--- src/rtl/out_port_arbiter_pkg.sv ---
// Shared NoC router definitions: port route codes, port count and arbiter states.
package out_port_arbiter_pkg;

    localparam int unsigned FLIT_W_DEF = 8;
    localparam int unsigned NUM_PORTS  = 5;

    localparam logic [2:0] PORT_L = 3'd0;
    localparam logic [2:0] PORT_N = 3'd1;
    localparam logic [2:0] PORT_E = 3'd2;
    localparam logic [2:0] PORT_S = 3'd3;
    localparam logic [2:0] PORT_W = 3'd4;

    typedef enum logic {
        IDLE = 1'b0,
        XFER = 1'b1
    } arb_state_e;

    function automatic logic [2:0] next_idx(input logic [2:0] i);
        return (i == PORT_W) ? PORT_L : 3'(i + 3'd1);
    endfunction

endpackage

--- src/rtl/out_port_arbiter_rr_pick.sv ---
// Combinational 5-way round-robin picker: first requester at or after ptr, wrapping 4->0.
module rr_pick
    import out_port_arbiter_pkg::*;
(
    input  logic [4:0] req,
    input  logic [2:0] ptr,
    output logic [4:0] onehot,
    output logic [2:0] idx,
    output logic       any
);

    int unsigned cand;

    always_comb begin
        onehot = '0;
        idx    = '0;
        any    = 1'b0;
        cand   = 0;
        for (int unsigned k = 0; k < NUM_PORTS; k++) begin
            cand = (32'(ptr) + k) % NUM_PORTS;
            if (!any && req[cand[2:0]]) begin
                any                 = 1'b1;
                idx                 = cand[2:0];
                onehot[cand[2:0]]   = 1'b1;
            end
        end
    end

endmodule

--- src/rtl/out_port_arbiter.sv ---
// Per-output-port wormhole arbiter: round-robin grant, packet-long hold, zero-latency flit mux.
// Optional stall timeout with forced release is enabled by defining ARB_TIMEOUT_EN.
module out_port_arbiter
    import out_port_arbiter_pkg::*;
#(
    parameter int unsigned FLIT_W  = FLIT_W_DEF,
    parameter int unsigned PORT_ID = 0,
    parameter int unsigned PKT_LEN = 4,
    parameter int unsigned TIMEOUT = 16
) (
    input  logic                  clk,
    input  logic                  rst,
    input  logic [4:0]            in_val,
    input  logic [14:0]           in_reg,
    input  logic [5*FLIT_W-1:0]   in_data,
    output logic [4:0]            in_ret,
    output logic                  out_val,
    output logic [FLIT_W-1:0]     out_data,
    input  logic                  out_ret,
    output logic [4:0]            grant,
    output logic                  err_timeout
);

    localparam logic [2:0] PORT_CODE = 3'(PORT_ID);
    localparam logic [3:0] LAST_CNT  = 4'(PKT_LEN - 1);

    arb_state_e state_q, state_d;
    logic [4:0] grant_q, grant_d;
    logic [2:0] gidx_q, gidx_d;
    logic [2:0] rr_ptr_q, rr_ptr_d;
    logic [3:0] flit_cnt_q, flit_cnt_d;

    logic [4:0] req;
    logic [4:0] pick_oh;
    logic [2:0] pick_idx;
    logic       pick_any;
    logic       xfer;

    always_comb begin
        req = '0;
        for (int unsigned i = 0; i < NUM_PORTS; i++) begin
            req[i] = in_val[i] && (in_reg[3*i +: 3] == PORT_CODE);
        end
    end

    rr_pick u_rr_pick (
        .req    (req),
        .ptr    (rr_ptr_q),
        .onehot (pick_oh),
        .idx    (pick_idx),
        .any    (pick_any)
    );

    always_comb begin
        out_val  = 1'b0;
        out_data = '0;
        in_ret   = '0;
        if (state_q == XFER) begin
            out_val = in_val[gidx_q];
            if (out_val) begin
                out_data = in_data[32'(gidx_q) * FLIT_W +: FLIT_W];
            end
            in_ret[gidx_q] = out_ret && in_val[gidx_q];
        end
    end

    assign xfer  = out_val && out_ret;
    assign grant = grant_q;

`ifdef ARB_TIMEOUT_EN
    localparam int unsigned STALL_W = $clog2(TIMEOUT + 1);
    logic [STALL_W-1:0] stall_q, stall_d;
    logic               err_q, err_d;
    assign err_timeout = err_q;
`else
    assign err_timeout = 1'b0;
`endif

    always_comb begin
        state_d    = state_q;
        grant_d    = grant_q;
        gidx_d     = gidx_q;
        rr_ptr_d   = rr_ptr_q;
        flit_cnt_d = flit_cnt_q;
`ifdef ARB_TIMEOUT_EN
        stall_d    = stall_q;
        err_d      = 1'b0;
`endif
        unique case (state_q)
            IDLE: begin
                if (pick_any) begin
                    grant_d    = pick_oh;
                    gidx_d     = pick_idx;
                    flit_cnt_d = '0;
                    state_d    = XFER;
`ifdef ARB_TIMEOUT_EN
                    stall_d    = '0;
`endif
                end
            end
            XFER: begin
                if (xfer) begin
`ifdef ARB_TIMEOUT_EN
                    stall_d = '0;
`endif
                    if (flit_cnt_q == LAST_CNT) begin
                        grant_d    = '0;
                        rr_ptr_d   = next_idx(gidx_q);
                        flit_cnt_d = '0;
                        state_d    = IDLE;
                    end else begin
                        flit_cnt_d = flit_cnt_q + 4'd1;
                    end
                end
`ifdef ARB_TIMEOUT_EN
                // A stall that reaches TIMEOUT cycles abandons the packet and moves the pointer on.
                else if (stall_q == STALL_W'(TIMEOUT - 1)) begin
                    grant_d    = '0;
                    rr_ptr_d   = next_idx(gidx_q);
                    flit_cnt_d = '0;
                    state_d    = IDLE;
                    stall_d    = '0;
                    err_d      = 1'b1;
                end else begin
                    stall_d = stall_q + 1'b1;
                end
`endif
            end
            default: state_d = IDLE;
        endcase
    end

    always_ff @(posedge clk or negedge rst) begin
        if (!rst) begin
            state_q    <= IDLE;
            grant_q    <= '0;
            gidx_q     <= '0;
            rr_ptr_q   <= '0;
            flit_cnt_q <= '0;
        end else begin
            state_q    <= state_d;
            grant_q    <= grant_d;
            gidx_q     <= gidx_d;
            rr_ptr_q   <= rr_ptr_d;
            flit_cnt_q <= flit_cnt_d;
        end
    end

`ifdef ARB_TIMEOUT_EN
    always_ff @(posedge clk or negedge rst) begin
        if (!rst) begin
            stall_q <= '0;
            err_q   <= 1'b0;
        end else begin
            stall_q <= stall_d;
            err_q   <= err_d;
        end
    end
`endif

endmodule

--- config.mk ---
export PLATFORM = sky130hd
export DESIGN_NAME = out_port_arbiter
export DESIGN_NICKNAME = d
export VERILOG_FILES = /design/src/rtl/out_port_arbiter_pkg.sv /design/src/rtl/out_port_arbiter_rr_pick.sv /design/src/rtl/out_port_arbiter.sv
export SDC_FILE = /design/constraint.sdc
export NUM_CORES = 1
export LEC_CHECK = 0
export CORE_UTILIZATION = 51
export DETAILED_ROUTE_END_ITERATION = 8
export GPL_TIMING_DRIVEN = 0
export PLACE_DENSITY_LB_ADDON = 0.25
export RECOVER_POWER = 25
export SLEW_MARGIN = 20
export SYNTH_ARGS = -nofsm -noshare
export SYNTH_HDL_FRONTEND = slang
export SYNTH_HIERARCHICAL = 1
export SYNTH_SLANG_ARGS = --single-unit
export TNS_END_PERCENT = 50
--- constraint.sdc ---
create_clock -name clk -period 5.6 [get_ports clk]
set_input_delay 1.12 -clock clk [delete_from_list [all_inputs] [get_ports clk]]
set_output_delay 1.12 -clock clk [all_outputs]
set_load 0.02 [all_outputs]
# Word level (Yosys, flattened, before mapping)

Cells that the tools add are included.

Register bits: 16
Bits in latches: 0
RAM bits: 0
ROM bits: 0
Bits of input ports: 63
Output and inout port bits: 20
Logic and storage cells: 126
Memories: 0

Add/subtract/negate cells: 6
Multipliers: 0
Divide/modulo/power cells: 5
Magnitude comparators: 12
Equal/unequal tests: 5
Shift operators: 1
Muxes and demuxes: 56
Bitwise logic cells: 6
Reduce and logical (&&, ||, !) cells: 30

Operator list:

| kind                                                        | number |
|---|---|
| modulo 32 x 3 -> 32 bit (second input constant)             | 4 |
| 2-to-1 mux 5 bit                                            | 9 |
| variable part select 40 x 7 -> 8 bit                        | 1 |
| modulo 3 x 3 -> 32 bit (second input constant)              | 1 |
| less-than comparator 3 x 4 -> 1 bit (second input constant) | 6 |
| 2-to-1 mux 1 bit                                            | 21 |
| OR 5 bit                                                    | 4 |
| binary-select mux 1 bit (select 3 bit)                      | 6 |
| demux 1 bit (select 3 bit)                                  | 6 |
| >= comparator 3 x 1 -> 1 bit (second input constant)        | 6 |
| 2-to-1 mux 3 bit                                            | 6 |
| logical AND 1 bit                                           | 17 |
| 2-to-1 mux 8 bit                                            | 2 |
| zero test 3 bit                                             | 5 |
| 2-to-1 mux 4 bit                                            | 3 |
| case mux 5 bit (2 select lines)                             | 1 |
| adder 3 x 2 -> 4 bit (second input constant)                | 2 |
| case mux 4 bit (2 select lines)                             | 1 |
| AND reduction 3 bit                                         | 2 |
| bitwise AND 5 bit                                           | 1 |
| adder 3 x 1 -> 4 bit (second input constant)                | 1 |
| adder 3 x 3 -> 4 bit (second input constant)                | 1 |
| adder 4 x 1 -> 4 bit (second input constant)                | 1 |
| == test 4 x 2 -> 1 bit (second input constant)              | 1 |
| other kinds (8)                                             | 13 |

# Depth between registers and ports, before layout

Depth in word-level cells: 19
Depth in mapped cells: 22
Gate-level depth less buffers: 20

# By module

Netlist, hierarchy kept.

Modules (own cells, without submodules):

| module           | instances | cells each | area an instance (um2) | sequential area each (um2) |
|---|---|---|---|---|
| rr_pick          | 1         | 242        | 1825.5                 | 0.0 |
| out_port_arbiter | 1         | 154        | 1411.4                 | 400.4 |

# Worst setup path after synthesis

OpenSTA, ideal clock, no wires.

Kind: reg-to-reg
From: reg rr_ptr_q[0]
To: reg gidx_q[1]
Data arrival time: 4317 ps
Path slack: 1149 ps
Cell stages (with the launch flop): 20
Path buffers: 1
Clock period less this slack: 4451 ps
Cells stage by stage: dfrtp_1 -> buf_4 -> inv_2 -> ha_1 -> inv_1 -> ha_1 -> inv_1 -> ha_1 -> o31a_2 -> xnor2_1 -> clkinv_2 -> ha_1 -> mux4_2 -> nor2_1 -> o32ai_1 -> nand3_2 -> nor3_2 -> or4_1 -> nand2_1 -> o21ai_0

Elaborated cells on any way between the ends: 38
Classes of those cells: 4 x add/sub; 5 x div; 20 x mux; 9 x reduce/logical

RTL lines:

| what                                                             | line                           | RTL |
|---|---|---|
| start, declared                                                  | out_port_arbiter.sv:30         | `logic [2:0] rr_ptr_q, rr_ptr_d;` |
| start signal, assigned                                           | out_port_arbiter.sv:144        | `rr_ptr_q <= rr_ptr_d;` |
| branches (longest 15 deep; another with modulo 32 x 3 -> 32 bit) | -                              |  |
| 2-to-1 mux 3 bit (*)                                             | out_port_arbiter_rr_pick.sv:21 | `if (!any && req[cand[2:0]]) begin` |
| net pick_idx[1]                                                  | out_port_arbiter.sv:35         | `logic [2:0] pick_idx;` |
| end signal, assigned                                             | out_port_arbiter.sv:143        | `gidx_q <= gidx_d;` |
| end, declared                                                    | out_port_arbiter.sv:29         | `logic [2:0] gidx_q, gidx_d;` |

Mark *: on every way through the listed nets, which the timed path passes. The select of a mux whose other input is x is not followed.
A chain may end at the register's enable or synchronous reset.

# Final worst setup path

Ends and elaborated chain as after synthesis.

==> flow_metrics.tcl <==
set metrics [dict create \
    clock-sinks 16 \
    wl_per_cell_um 18.14 \
    whs_endpoint "flit_cnt_q[0]" \
    power_mw 2.796 \
    cap_viol_max_count 0 \
    antenna_found_initial 0 \
    max_freq_mhz 193.8 \
    swShare 0.5487 \
    internal_power_mw 1.262 \
    p_seq_frac 0.077 \
    finalSetupViolCount 0 \
    drcViolationCount 0 \
    dp_hpwl_mm 7.996 \
    die-area_um2 6669 \
    hold_violations 0 \
    ff2ff_path_depth 19 \
    fin_util 0.7039 \
    holdPathStages 1 \
    critical_path_required_ns 5.71 \
    gp_congestion 0.9299 \
    ant_nets 0 \
    comb_power_share 0.886 \
    hold_start "flit_cnt_q[0]" \
    path_max_fanout 10 \
    final_max_slew_viol_count 0 \
    syn_nets 483 \
    cp_cell_sequence "buf_4 -> inv_2 -> ha_2 -> inv_1 -> ha_1 -> inv_1 -> ha_1 -> o31a_2 -> xnor2_2 -> clkinv_2 -> ha_1 -> mux4_2 -> nor2_1 -> o32ai_2 -> nand3_2 -> nor3_2 -> or4_1 -> nand2_1 -> o21ai_0" \
    reg2reg_to "gidx_q[1]" \
    synth_edf_count 0 \
    multi_input_comb_area_um2 2690 \
    root_buffer "clkbuf_8" \
    cts-htree-levels 1 \
    cts_tree "built" \
    core_um2 6026 \
    worst_pin_slew_ns 0.8827 \
    grt_max_degree 17 \
    avgSynthCellArea_um2 8.174 \
    start_util 0.5372 \
    tns_ns 0 \
    power_leakage_nw 1.717 \
    antenna_cells 0 \
    grt_pass1_vias 3247 \
    regArea_um2 400.4 \
    via_per_inst 6.292 \
    nNetsFinal 568 \
    power_switching_mw 1.534 \
    num_rows 28 \
    worstPathArrival_ns 5.27 \
    rr_startpoint "rr_ptr_q[0]" \
    slew_headroom 0.4100 \
    rsz0062_at_grt "false" \
    rrSetupSlack_ns 0.44 \
    synthToLayoutAreaGrowth_pct 31.04 \
    ys_async_sr_fraction 1.000 \
    drt-initial-drc-count 266 \
    drt-pass1-iter-count 5 \
    die_x_um 81.67 \
    drive_above_1_share 0.1625 \
    fin_crit_sh 0.9214 \
    hold_buffers 0 \
    ioPinCount 83 \
    cts_resized 0 \
    worst_setup_path_end_kind "flop" \
    post-cts-setup-buffers 0 \
    cp_common_cell "ha_1" \
    ys_ff_latch 16 \
    insertion_delay_ns 0.25 \
    grt.total_usage 0.3054 \
    clk_pin_slew_ns 0.06 \
    die_h_um 81.67 \
    syn_area_um2 3237 \
    hold_class "reg2reg" \
    vias 3492 \
    clock_path_buffers 2 \
    io_buffers 81 \
    globalRouteOverflowTotal 0 \
    crit_path_top_delay_cell "or4_1" \
    synth_cells 396 \
    clockPowerShare 0.037 \
    fin_skew_ns 0.001187 \
    final.fill_count 491 \
    synth-main-ff-cell "dfrtp_1" \
    power.density_nw_per_um2 659.1 \
    seq_area_frac_synth 0.1237 \
    grt_pass1_wl_mm 15.74 \
    synth_warnings 6 \
    ys_types 89 \
    cts-buffers-inserted 3 \
    irDropWorstVdd_mv 0.4138 \
    fin_crit_ns 5.160 \
    slowest_delay_ns 0.53 \
    outcome "finished clean" \
    worstSetupStartpointType "flop" \
    drt-total-wl_mm 10.07 \
    path_class "reg2reg" \
]
flip-flops by register name, summed over array words and instances (netlist names):
register	flops
flit_cnt_q	4
rr_ptr_q	3
grant	5
state_q	1
gidx_q	3
worst max-delay path by stage:
| stage | cells after the start | from | end |
|---|---|---|---|
| after floorplan | 19 | rr_ptr_q[0] | gidx_q[1] |
| after global placement | 19 | rr_ptr_q[0] | gidx_q[1] |
| after detailed placement | 21 | rr_ptr_q[0] | grant[3] |
| after CTS | 21 | rr_ptr_q[0] | grant[3] |
| after global routing | 20 | rr_ptr_q[0] | grant[3] |
| final | 19 | rr_ptr_q[0] | gidx_q[1] |
critical path: cells and delay by family (launching register included):
kind / cells / cell delay (ns)
muxes: 1 / 0.51
and+or+nand+nor: 5 / 1.02
adders and majority gates: 4 / 1.33
xor gates and xnor gates: 1 / 0.22
DFF: 1 / 0.52
buffers and inverters: 5 / 0.85
AOI/OAI and AO/OA: 3 / 0.56
power by group through the flow:
stage,clock (mW),sequential [mW],combinational (mW)
after global placement,0,0.215,2.35
after global routing,0.111,0.221,2.70
after detailed placement,0,0.216,2.40
final,0.102,0.215,2.48
after CTS,0.107,0.215,2.42
after floorplan,0,0.208,1.82
stage by stage:
step | hold slack [ns] | setup slack [ns] | instances | instance area (µm²)
2_1_floorplan | 0.4740 | 1.149 | 396 | 3237
3_3_place_gp | 0.4971 | 0.5003 | 552 | 4141
3_5_place_dp | 0.5188 | 0.3426 | 552 | 4173
4_1_cts | 0.5274 | 0.2791 | 556 | 4228
5_1_grt | 0.5509 | 0.1326 | 555 | 4242
6_report | 0.5238 | 0.4401 | 555 | 4242
synthesized netlist by cell type (4+ instances only):
cell / n / share of area
nand2b_1: 11 / 0.021
nor4b_1: 5 / 0.014
mux2_2: 10 / 0.035
inv_1: 18 / 0.021
o31ai_1: 5 / 0.012
nand2_1: 33 / 0.038
a21oi_1: 16 / 0.025
nand3b_1: 4 / 0.0093
a22oi_1: 7 / 0.016
dfrtp_1: 16 / 0.12
nor2b_1: 9 / 0.017
nand3_1: 7 / 0.011
buf_2: 8 / 0.012
clkbuf_1: 5 / 0.0058
xnor2_1: 12 / 0.032
nor3_1: 8 / 0.012
o21ai_0: 17 / 0.026
o22a_1: 6 / 0.016
mux2i_1: 15 / 0.046
ha_1: 24 / 0.093
a211o_1: 5 / 0.014
nor4_1: 6 / 0.012
nor2_1: 32 / 0.037
and3_1: 5 / 0.0097
kinds of logic (layout without fill, tap and decap cells):
kind of cell,count (synthesis),in the layout,synth area share
buffers and inverters,40,124,0.06030
XOR/XNOR,16,16,0.04562
other,1,1,0.001159
AO/OA/AOI/OAI,116,116,0.2791
adder cells (fa/ha/maj),24,24,0.09277
multiplexers,33,33,0.1272
flip-flops,16,16,0.1237
AND/OR/NAND/NOR,150,150,0.2702
final cells by class:
class / instances / share of cell area
multi-input cells: 340 / 0.6342
repair buffers: 81 / 0.1912
clock buffers: 4 / 0.01298
flip-flops and latches: 16 / 0.09440
plain buffers: 18 / 0.02625
inverters: 21 / 0.01888
well taps: 75 / 0.02212
cells in the final DEF (no fill, tap or decap), types with 4 or more instances in the layout:
master / count
buf_2: 8
nand2b_1: 11
nor4_1: 6
mux2_2: 10
nand2_1: 33
nor3_1: 8
o21ai_0: 17
a22oi_1: 7
clkbuf_1: 4
clkdlybuf4s50_1: 80
dfrtp_1: 16
clkbuf_8: 4
mux2i_1: 15
and3_1: 5
a211o_1: 5
inv_1: 18
nand3b_1: 4
nor4b_2: 5
ha_1: 23
nor2b_1: 9
o22a_1: 6
xnor2_1: 11
o31ai_1: 5
nor2_1: 32
a21oi_1: 16
nand3_1: 7
per-layer routing:
layer | vias up | global-route usage | wire length, µm
li1 | 1661 | - | -
met5 | - | 0 | 0
met3 | 13 | 0.04667 | 943
met4 | 0 | 0.06842 | 93
met1 | 1650 | 0.4086 | 4346
met2 | 168 | 0.5150 | 4683
Note: power is estimated with default switching activity, not from simulation.
